==> src/rtl/bin2bcd_seq.sv <==
// Sequential 16-bit binary to four-digit BCD converter: one double-dabble step per clock,
// overflow flagging above 9999 and an optional leading-zero blank mask for a display scanner.
module bin2bcd_seq #(
    parameter int LZ_BLANK = 1
) (
    input  logic        clk_i,
    input  logic        rst_ni,
    input  logic        in_valid_i,
    input  logic [15:0] in_bin_i,
    output logic        in_ready_o,
    output logic [15:0] bcd_o,
    output logic [3:0]  blank_o,
    output logic        ovf_o,
    output logic        out_valid_o
);

    typedef enum logic [1:0] {
        IDLE = 2'd0,
        CONV = 2'd1,
        DONE = 2'd2
    } state_t;

    localparam logic [3:0]  BLANK_RST = (LZ_BLANK != 0) ? 4'b1110 : 4'b0000;
    localparam logic [15:0] MAX_DEC   = 16'd9999;

    // state_q is the observable FSM state for checkers bound to this block.
    state_t      state_q;
    logic [3:0]  cnt_q;
    logic [13:0] shift_q;
    logic [13:0] shift_d;
    logic [15:0] acc_q;
    logic [15:0] acc_adj;
    logic [15:0] acc_d;
    logic [15:0] bcd_q;
    logic [3:0]  blank_q;
    logic [3:0]  blank_d;
    logic        ovf_q;
    logic        valid_q;

    // Handshake: a value transfers on a rising edge with in_valid_i && in_ready_o;
    // ready is high only in IDLE, and in_valid_i is ignored in every other state.
    assign in_ready_o = (state_q == IDLE);

    always_comb begin
        acc_adj = acc_q;
        for (int i = 0; i < 4; i++) begin
            if (acc_q[4*i +: 4] >= 4'd5) begin
                acc_adj[4*i +: 4] = acc_q[4*i +: 4] + 4'd3;
            end
        end
        acc_d   = {acc_adj[14:0], shift_q[13]};
        shift_d = {shift_q[12:0], 1'b0};
    end

    // Blank a digit only when it and every more significant digit are zero; digit 0 always shows.
    always_comb begin
        blank_d = 4'b0000;
        if (LZ_BLANK != 0) begin
            blank_d[3] = (acc_d[15:12] == 4'd0);
            blank_d[2] = blank_d[3] && (acc_d[11:8] == 4'd0);
            blank_d[1] = blank_d[2] && (acc_d[7:4] == 4'd0);
        end
    end

    always_ff @(posedge clk_i or negedge rst_ni) begin
        if (!rst_ni) begin
            state_q <= IDLE;
            cnt_q   <= 4'd0;
            shift_q <= 14'd0;
            acc_q   <= 16'd0;
            bcd_q   <= 16'h0000;
            blank_q <= BLANK_RST;
            ovf_q   <= 1'b0;
            valid_q <= 1'b0;
        end else begin
            valid_q <= 1'b0;
            case (state_q)
                IDLE: begin
                    if (in_valid_i) begin
                        if (in_bin_i > MAX_DEC) begin
                            bcd_q   <= 16'hFFFF;
                            blank_q <= 4'b0000;
                            ovf_q   <= 1'b1;
                            valid_q <= 1'b1;
                            state_q <= DONE;
                        end else begin
                            shift_q <= in_bin_i[13:0];
                            acc_q   <= 16'd0;
                            cnt_q   <= 4'd0;
                            state_q <= CONV;
                        end
                    end
                end
                CONV: begin
                    acc_q   <= acc_d;
                    shift_q <= shift_d;
                    cnt_q   <= cnt_q + 4'd1;
                    // Outputs are only touched with the finished accumulator, never mid-conversion.
                    if (cnt_q == 4'd13) begin
                        bcd_q   <= acc_d;
                        blank_q <= blank_d;
                        ovf_q   <= 1'b0;
                        valid_q <= 1'b1;
                        state_q <= DONE;
                    end
                end
                DONE: begin
                    state_q <= IDLE;
                end
                default: begin
                    state_q <= IDLE;
                end
            endcase
        end
    end

    assign bcd_o       = bcd_q;
    assign blank_o     = blank_q;
    assign ovf_o       = ovf_q;
    assign out_valid_o = valid_q;

endmodule

==> config.mk <==
export PLATFORM = sky130hd
export DESIGN_NAME = bin2bcd_seq
export DESIGN_NICKNAME = d
export VERILOG_FILES = /design/src/rtl/bin2bcd_seq.sv
export SDC_FILE = /design/constraint.sdc
export NUM_CORES = 1
export LEC_CHECK = 0
export CELL_PAD_IN_SITES_DETAIL_PLACEMENT = 1
export CELL_PAD_IN_SITES_GLOBAL_PLACEMENT = 2
export CORE_MARGIN = 2
export CORE_UTILIZATION = 30
export DETAILED_ROUTE_END_ITERATION = 10
export PLACE_DENSITY = 0.81
export SETUP_SLACK_MARGIN = 0.4
export SYNTH_ARGS = -nofsm -noshare
export SYNTH_HDL_FRONTEND = slang
export SYNTH_SLANG_ARGS = --single-unit
==> constraint.sdc <==
create_clock -name clk_i -period 2.1 [get_ports clk_i]
set_clock_uncertainty 0.15 [all_clocks]
set_input_delay 0.42 -clock clk_i [delete_from_list [all_inputs] [get_ports clk_i]]
set_output_delay 0.42 -clock clk_i [all_outputs]
set_load 0.005 [all_outputs]
== Word level (Yosys, flattened, before mapping) ==
Cells that the tools add are included.

* Output and inout port bits: 23
* Word-level logic and storage cells: 67
* Input bits: 19
* Register bits: 58

* Multiplexer cells: 33
* $lt $le $gt $ge: 5
* Equal/unequal tests: 6
* Add/subtract/negate cells: 5
* Reductions and logical operators: 10

{| class="wikitable"
|+ Operator list
! kind !! number
|-
| two-way mux 16 bit || 5
|-
| one-hot mux 16 bit (2 select lines) || 2
|-
| two-way mux 4 bit || 8
|-
| two-way mux 14 bit || 2
|-
| one-hot mux 14 bit (2 select lines) || 1
|-
| >= comparator 4 x 3 -> 1 bit (second input constant) || 4
|-
| > comparator 16 x 14 -> 1 bit (second input constant) || 1
|-
| one-hot mux 4 bit (2 select lines) || 2
|-
| adder 4 x 2 -> 4 bit (second input constant) || 3
|-
| logical NOT 4 bit || 3
|-
| two-way mux 1 bit || 6
|-
| two-way mux 2 bit || 3
|-
| != test 2 bit (second input constant) || 3
|-
| adder 4 x 1 -> 4 bit (second input constant) || 1
|-
| equality test 4 bit (second input constant) || 1
|-
| one-hot mux 1 bit (2 select lines) || 2
|-
| one-hot mux 2 bit (2 select lines) || 1
|-
| AND reduction 4 bit || 1
|-
| adder 3 x 2 -> 3 bit (second input constant) || 1
|-
| two-way mux 3 bit || 1
|-
| AND reduction 3 bit || 1
|-
| equality test 2 x 1 -> 1 bit (second input constant) || 1
|-
| logical AND 1 bit || 2
|-
| logical NOT 2 bit || 1
|-
| other kinds (3) || 3
|}

== Logic depth before layout (Yosys ltp) ==
Gate-level depths: netlist (run 1).

* Depth after elaboration: 7
* Gate-level depth with buffers: 9
* Depth with buffers taken out: 8

== Worst setup path after synthesis (run 1) ==
Ideal clock, no wire load.

* Path type: register to register
* From: register acc_q[8]
* To: register blank_q[1] (netlist: blank_o[1])
* Slack: -83 ps
* Stages on the path, launching flop included: 8
* Path buffers: 0
* Data required time: 1853 ps
* Setup time: 97 ps
* Clock period less this slack: 2183 ps
* Arrival time: 1935 ps
* Path through: dfrtp_1 inv_1 ha_1 and2b_4 o21bai_4 or3_1 a2111o_1 o41ai_2

* Cells in the longest elaborated chain, start to end: 7
* Elaborated cells on any way between the ends: 9
* Those cells by class: add/sub (1); order compare (1); mux (3); reduce/logical (4)

{| class="wikitable"
|+ RTL lines
! item !! line !! text
|-
| start: declaration || 31 || <nowiki>logic [15:0] acc_q;</nowiki>
|-
| start signal: assignment || 70 || <nowiki>acc_q <= 16'd0;</nowiki>
|-
| start signal: assignment || 88 || <nowiki>acc_q <= 16'd0;</nowiki>
|-
| start signal: assignment || 95 || <nowiki>acc_q <= acc_d;</nowiki>
|-
| adder 4 x 2 -> 4 bit / >= comparator 4 x 3 -> 1 bit (equally long branches) || 48, 47 ||
|-
| two-way mux 4 bit (*) || 47 || <nowiki>if (acc_q[4*i +: 4] >= 4'd5) begin</nowiki>
|-
| logical NOT 4 bit (on tied branches) || 59, 60 ||
|-
| logical AND 1 bit (*) || 60 || <nowiki>blank_d[2] = blank_d[3] && (acc_d[11:8] == 4'd0);</nowiki>
|-
| logical AND 1 bit (*) || 61 || <nowiki>blank_d[1] = blank_d[2] && (acc_d[7:4] == 4'd0);</nowiki>
|-
| two-way mux 4 bit (*) || 99 || <nowiki>if (cnt_q == 4'd13) begin</nowiki>
|-
| one-hot mux 4 bit (2 select lines) (*) || 77 || <nowiki>case (state_q)</nowiki>
|-
| end signal: assignment || 101 || <nowiki>blank_q <= blank_d;</nowiki>
|-
| end: declaration || 35 || <nowiki>logic [3:0] blank_q;</nowiki>
|}

Mark *: on every way between the ends. The rest lies on a longest branch, timed or not. The select of a mux whose other input is x is not followed.
A chain may end at the register's enable or synchronous reset.

== Worst setup path after layout (run 1) ==
* From: register acc_q[9]
* To: register blank_q[1] (netlist: blank_o[1])

The elaborated chain is that of the path after synthesis.

==> impl_metrics.py, run 1 <==
metrics = {
    "status": {
        "outcome": "finished with violations",
        "violations": "setup timing",
    },
    "synth": {
        "netlist_instances": 283,
        "netlist-cell-type-count": 45,
        "asyncSetResetFlopFracSynth_pct": 100,
        "syn_avg_cell_area_um2": 9.66,
        "synthesis.area_um2": 2740,
        "synth_seq_cells": 57,
        "synth_ff_type": "sky130_fd_sc_hd__dfrtp_1",
        "synth_enable_flop_cells": 0,
        "synth.net_count": 312,
        "synth-seq-area-share_pct": 52.3,
        "yosys_warnings": 0,
    },
    "cells_and_area": {
        "antenna_cells": 0,
        "filler_cell_count": 983,
        "areaGrowthSynthToFinish_pct": 52.9,
        "numnets_final": 403,
        "multiInputGateArea_um2": 1540,
        "layout.area.seq_um2": 1430,
        "final_core_util_pct": 47.7,
        "drive_gt1_share_pct": 36.1,
    },
    "setup_path": {
        "worst-path-stages": 7,
        "critPathArrivalTime_ps": 2200,
        "reg2regPathDepth": 7,
        "worst_r2r_startpoint": "acc_q[9]$_DFFE_PN0P_",
        "cpMaxStageDelayCell": "sky130_fd_sc_hd__a2111o_1",
        "r2r_setup_slack_ps": -4,
        "cpPeakStageDelay_ps": 410,
        "cp_data_required_time_ps": 2190,
        "critical_path.endpoint_type": "register",
        "regToRegEndpoint": "blank_o[1]$_DFFE_PN1P_",
        "critPathBufInv": 1,
        "timing_worst_setup_path_type": "register to register",
        "timing.critical_path.to": "blank_o[1]$_DFFE_PN1P_",
        "critical_path.cell_chain": "inv_2, ha_4, and2b_4, o21bai_4, or3_1, a2111o_1, o41ai_2",
        "start_kind": "register",
        "cpLargestDelayFamily": "compound AO/OA/AOI/OAI gates",
        "worstPathMaxFanout": 3,
        "first_element_of_the_critical_path": "acc_q[9]$_DFFE_PN0P_",
    },
    "global_route": {
        "wire_length_of_the_first_global_routing_pass_mm": 12.6,
        "via_count_of_the_first_global_routing_pass": 2580,
        "antenna_found_initial": 0,
        "overflow_after_grt": 0,
        "grt_start_max_net_pins": 58,
        "groute.usage.overall_pct": 16.3,
    },
    "clocking": {
        "cts-htree-levels": 3,
        "cts_buffers": 9,
        "tritoncts_clock_tree": "yes",
        "master_cell_of_the_clock_root_buffer": "sky130_fd_sc_hd__clkbuf_8",
        "cts.path.max_buffers": 2,
        "clock_sinks": 57,
        "cts.clk_slew.worst_paths_ps": 60,
        "clock_insertion_delay_worst_skew_ps": 340,
    },
    "timing": {
        "finalHoldWorstSlack_ps": 197,
        "maxSlewViolCount": 0,
        "tightestPinTransition_ps": 519,
        "final.setup.worst_slack_ps": -3.76,
        "timing.max_slew.rel_slack_pct": 65.0,
        "final.period_utilization_pct": 100,
        "rsz0062_at_grt": "true",
        "min_period_ps": 2100,
        "final_count_of_negative_setup_slack_endpoints": 1,
        "achievable-frequency_mhz": 475,
        "final.setup.tns_ps": -3.76,
        "hold_viol": 0,
    },
    "detailed_routing": {
        "dr_wl_met2_mm": 4.32,
        "drt_pre_antenna_iters": 4,
        "top_layer": "met4",
        "drt-wirelength-per-cell_um": 17.2,
        "totalWireLength_mm": 8.38,
        "ant_nets": 0,
        "routed-via-count": 2484,
        "residual_drc": 0,
        "initialDrtViolationCount": 54,
        "total_routed_wire_length_on_the_met1_layer_mm": 3.67,
        "detailroute.wirelength.met3_um": 224,
        "detail_route.vias_per_cell": 5.10,
    },
    "placed_design": {
        "gpl.final_weighted_congestion": 0.769,
        "port-buffer-count": 40,
        "place_hpwl_mm": 5.16,
    },
    "hold_path": {
        "hold_path_startpoint": "in_bin_i[6]",
        "hold_path_class": "primary input to register",
    },
    "job": {
        "maxCapViolations": 0,
    },
    "die": {
        "fp.dieArea_um2": 9900,
        "io_pins": 42,
        "die_y_um": 99.5,
        "row_count": 34,
        "fp.dieW_um": 99.5,
        "core_region_area_um2": 8760,
        "floorplan.initialDensity_pct": 31.2,
    },
    "power_and_ir_drop": {
        "leakage_nw": 1.69,
        "power.density_nw_per_um2": 1290,
        "irDropWorstVdd_uv": 361,
    },
}
-- per-layer routing --
layer  vias up  track usage (%)
met5         -                0
met4         0             6.95
met3        13             2.74
met2        37             26.7
met1      1251             21.3
li1       1183                -
-- worst register-to-register path, cell delays in order, from the launching register on --
cell,delay [ps]
sky130_fd_sc_hd__dfrtp_1,380
sky130_fd_sc_hd__inv_2,80
sky130_fd_sc_hd__ha_4,150
sky130_fd_sc_hd__and2b_4,260
sky130_fd_sc_hd__o21bai_4,60
sky130_fd_sc_hd__or3_1,320
sky130_fd_sc_hd__a2111o_1,410
sky130_fd_sc_hd__o41ai_2,210
-- registers in the layout, summed over array words and instances, names as in the netlist --
name / cells
ovf_o: 1
bcd_o: 16
state_q: 2
acc_q: 16
cnt_q: 4
blank_o: 3
shift_q: 14
out_valid_o: 1
-- repair_timing --
action,in CTS,in global routing
pin swaps,12,18
gates cloned,0,3
endpoints found under the setup margin,79,48
resized for setup,73,83
hold endpoints to repair,54,0
hold buffers,1,0
buffers inserted,5,10
-- how the worst min path moves through the flow --
stage,end,cells after the start
2_1_floorplan,acc_q[0]$_DFFE_PN0P_,0
3_3_place_gp,out_valid_o$_DFF_PN0_,2
3_5_place_dp,out_valid_o$_DFF_PN0_,2
4_1_cts,shift_q[6]$_DFFE_PN0P_,3
5_1_grt,shift_q[5]$_DFFE_PN0P_,3
6_report,shift_q[6]$_DFFE_PN0P_,3
-- cell families after synthesis --
family                     Yosys count  synth area share, %
and+or+nand+nor                     97                 16.1
AOI/OAI and AO/OA                   84                 20.8
DFF                                 57                 52.3
buffers and inverters               28                 4.12
adders and majority gates           10                 4.57
xor gates and xnor gates             4                 1.28
muxes                                2                0.732
other                                1                0.137
-- cells in the final DEF, fill, tap and decap left out, types with 8 or more instances in the layout --
| cell type | synthesis | layout |
|---|---|---|
| sky130_fd_sc_hd__clkbuf_8 | 0 | 11 |
| sky130_fd_sc_hd__dfrtp_1 | 54 | 52 |
| sky130_fd_sc_hd__nor2_1 | 30 | 18 |
| sky130_fd_sc_hd__a21oi_1 | 22 | 10 |
| sky130_fd_sc_hd__nor2_4 | 0 | 9 |
| sky130_fd_sc_hd__buf_4 | 1 | 35 |
| sky130_fd_sc_hd__buf_6 | 0 | 12 |
| sky130_fd_sc_hd__a31oi_1 | 13 | 13 |
| sky130_fd_sc_hd__o22a_1 | 8 | 8 |
| sky130_fd_sc_hd__a21oi_2 | 0 | 11 |
| sky130_fd_sc_hd__dlygate4sd2_1 | 0 | 23 |
| sky130_fd_sc_hd__nand2_1 | 40 | 40 |
-- area by class of cell --
type | instances | share of cell area, %
sequential | 57 | 34.3
timing repair buffer | 90 | 19.4
inverter | 15 | 1.47
clock buffer | 13 | 3.80
tap | 108 | 3.23
timing repair inverter | 3 | 0.628
multi-input combinational | 198 | 36.8
clock inverter | 3 | 0.359
-- power by group --
group / internal (mW) / leakage, nW / switching [mW]
logic: 1.34 / 0.961 / 1.36
registers: 1.44 / 0.637 / 0.323
clock network: 0.487 / 0.0932 / 0.433
-- synth_stat cells (all sizes together), types with 2 or more instances --
library cell	instances	area (um2)
a21oi	22	110
dfstp	3	78.8
xnor2	4	35.0
o22a	8	70.1
a32o	4	40.0
nor2b	2	12.5
nand3	3	15.0
nor3b	5	37.5
or3	3	18.8
mux2i	2	20.0
a31oi	14	93.8
dfrtp	54	1350
o21bai	2	26.3
inv	15	56.3
nand2b	4	25.0
nor3	2	10.0
o31ai	5	37.5
clkbuf	8	30.0
o22ai	5	31.3
nand2	40	150
o21ai	15	75.1
ha	10	125
buf	5	26.3
a22o	4	35.0
nor2	31	119
-- stage by stage --
step | worst slack (ps) | area (um2) | total power [mW] | cells
detailed placement | -345 | 3530 | 3.71 | 452
finish | -3.76 | 4180 | 5.39 | 487
global placement | -311 | 3530 | 3.62 | 452
global route | -99.5 | 4180 | 5.78 | 487
floorplan | 47.5 | 2800 | 2.92 | 283
CTS | 20.2 | 3780 | 4.75 | 474
Power figures use the tool's default switching activity.
==> run 2, diff against run 1 <==
--- a/config.mk
+++ b/config.mk
@@ -5,12 +5,14 @@
 export SDC_FILE = /design/constraint.sdc
 export NUM_CORES = 1
 export LEC_CHECK = 0
+export CAP_MARGIN = 20
 export CELL_PAD_IN_SITES_DETAIL_PLACEMENT = 1
 export CELL_PAD_IN_SITES_GLOBAL_PLACEMENT = 2
 export CORE_MARGIN = 2
 export CORE_UTILIZATION = 30
 export DETAILED_ROUTE_END_ITERATION = 10
 export PLACE_DENSITY = 0.81
+export REMOVE_ABC_BUFFERS = 1
 export SETUP_SLACK_MARGIN = 0.4
 export SYNTH_ARGS = -nofsm -noshare
 export SYNTH_HDL_FRONTEND = slang
==> run 2 against run 1 <==
  * The flow still finishes with violations (setup timing)
  * Combinational power up 18%
  * Clock power up 27%
  * Core utilization up 1.5 points
  * Critical path type unchanged
  * Largest cell class unchanged
==> impl_metrics.py, run 2 (synthesis results as in run 1) <==
metrics = {
    "status": {
        "outcome": "finished with violations",
        "violations": "setup timing",
    },
    "clocking": {
        "cts-htree-levels": 3,
        "tritoncts_clock_tree": "yes",
        "cts.path.max_buffers": 2,
        "cts.clk_slew.worst_paths_ps": 70,
        "clock_insertion_delay_worst_skew_ps": 340,
        "clock_sinks": 57,
        "master_cell_of_the_clock_root_buffer": "sky130_fd_sc_hd__clkbuf_8",
        "cts_buffers": 9,
    },
    "timing": {
        "maxSlewViolCount": 0,
        "achievable-frequency_mhz": 445,
        "tightestPinTransition_ps": 604,
        "timing.max_slew.rel_slack_pct": 59.7,
        "min_period_ps": 2250,
        "final.setup.tns_ps": -150,
        "hold_viol": 0,
        "rsz0062_at_grt": "true",
        "finalHoldWorstSlack_ps": 180,
        "final.setup.worst_slack_ps": -150,
        "final_count_of_negative_setup_slack_endpoints": 1,
        "final.period_utilization_pct": 107,
    },
    "cells_and_area": {
        "final_core_util_pct": 49.2,
        "drive_gt1_share_pct": 37.6,
        "numnets_final": 413,
        "areaGrowthSynthToFinish_pct": 57.7,
        "antenna_cells": 0,
        "finish.cell_count_without_fillers": 496,
        "mostFrequentLayoutCell": "sky130_fd_sc_hd__dfrtp_1",
        "layout_common_cells": "sky130_fd_sc_hd__dfrtp_1 (53), sky130_fd_sc_hd__buf_4 (48), sky130_fd_sc_hd__nand2_1 (40)",
    },
    "setup_path": {
        "timing_worst_setup_path_type": "register to register",
        "critPathArrivalTime_ps": 2330,
        "worstPathMaxFanout": 3,
        "first_element_of_the_critical_path": "acc_q[8]$_DFFE_PN0P_",
        "cp_data_required_time_ps": 2180,
        "worst_r2r_startpoint": "acc_q[8]$_DFFE_PN0P_",
        "start_kind": "register",
        "critical_path.endpoint_type": "register",
    },
    "placed_design": {
        "port-buffer-count": 40,
        "numPlacedInstances": 453,
        "place_hpwl_mm": 5.32,
        "gpl.final_weighted_congestion": 0.841,
    },
    "die": {
        "fp.dieArea_um2": 9900,
        "floorplan.initialDensity_pct": 31.2,
        "die_y_um": 99.5,
        "row_count": 34,
        "core_region_area_um2": 8760,
        "fp.dieW_um": 99.5,
        "io_pins": 42,
    },
    "global_route": {
        "via_count_of_the_first_global_routing_pass": 2595,
        "wire_length_of_the_first_global_routing_pass_mm": 13.1,
        "overflow_after_grt": 0,
        "groute.usage.overall_pct": 17.1,
        "antenna_found_initial": 0,
        "grt_start_max_net_pins": 27,
    },
    "job": {
        "maxCapViolations": 0,
    },
    "detailed_routing": {
        "drt_pre_antenna_iters": 5,
        "drt-wirelength-per-cell_um": 18.6,
        "routed-via-count": 2562,
        "initialDrtViolationCount": 103,
        "residual_drc": 0,
        "totalWireLength_mm": 9.22,
        "ant_nets": 0,
        "detail_route.vias_per_cell": 5.17,
    },
    "power_and_ir_drop": {
        "leakage_nw": 1.75,
        "finalPower_mw": 6.13,
        "irDropWorstVdd_uv": 480,
        "power.density_nw_per_um2": 1420,
    },
    "hold_path": {
        "hold_path_startpoint": "in_bin_i[6]",
        "hold_path_class": "primary input to register",
    },
}
[run 2: timing repair]
action | 4_1_cts | 5_1_grt
resized for setup | 89 | 73
hold buffers | 1 | 0
cloned | 0 | 1
buffers inserted | 10 | 16
endpoints found under the hold margin | 18 | 0
pin swaps | 17 | 23
endpoints found under the setup margin | 79 | 44
[run 2: critical path, stage by stage, from the launching register on]
cell and delay [ps]:
sky130_fd_sc_hd__dfrtp_1 410, sky130_fd_sc_hd__inv_1 100, sky130_fd_sc_hd__ha_2 200, sky130_fd_sc_hd__and2b_4 170, sky130_fd_sc_hd__o21bai_4 60, sky130_fd_sc_hd__or3_1 320, sky130_fd_sc_hd__a2111o_1 460, sky130_fd_sc_hd__o41ai_2 270
[run 2: cell type report]
| cell class | instances | area [um2] |
|---|---|---|
| clock buffers | 10 | 138 |
| clock inverters | 5 | 80.1 |
| inverters | 15 | 68.8 |
| well taps | 108 | 135 |
| multi-input cells | 198 | 1540 |
| fillers | 970 | 4450 |
| repair buffers | 103 | 918 |
| flip-flops and latches | 57 | 1430 |
[run 2: power breakdown]
group / total [mW] / internal, mW / switching, mW
Clock: 1.17 / 0.691 / 0.477
Combinational: 3.18 / 1.63 / 1.55
Sequential: 1.78 / 1.44 / 0.339
[run 2: worst paths after layout]
kind | slack (ps) | endpoint | depth (start not counted)
min reg2reg | 340 | ovf_o$_DFFE_PN0P_ | 2
max reg2reg | -150 | blank_o[1]$_DFFE_PN1P_ | 7
max | -150 | blank_o[1]$_DFFE_PN1P_ | 7
max in group asynchronous | 740 | shift_q[12]$_DFFE_PN0P_ | 3
min in group asynchronous | 460 | bcd_o[10]$_DFFE_PN0P_ | 2
min | 180 | shift_q[6]$_DFFE_PN0P_ | 3
[run 2: metal layers]
layer	global-route usage, %	vias up	routed length [um]
li1	-	1197	-
met1	21.4	1299	3760
met2	29.0	57	4990
met3	3.65	9	342
met4	6.01	0	123
met5	0	-	0
[run 2: stage by stage]
step | setup slack, ps | instance area, um2
2_1_floorplan | -779 | 2680
3_3_place_gp | -291 | 3500
3_5_place_dp | -355 | 3500
4_1_cts | -29.3 | 3890
5_1_grt | -218 | 4310
6_report | -150 | 4310
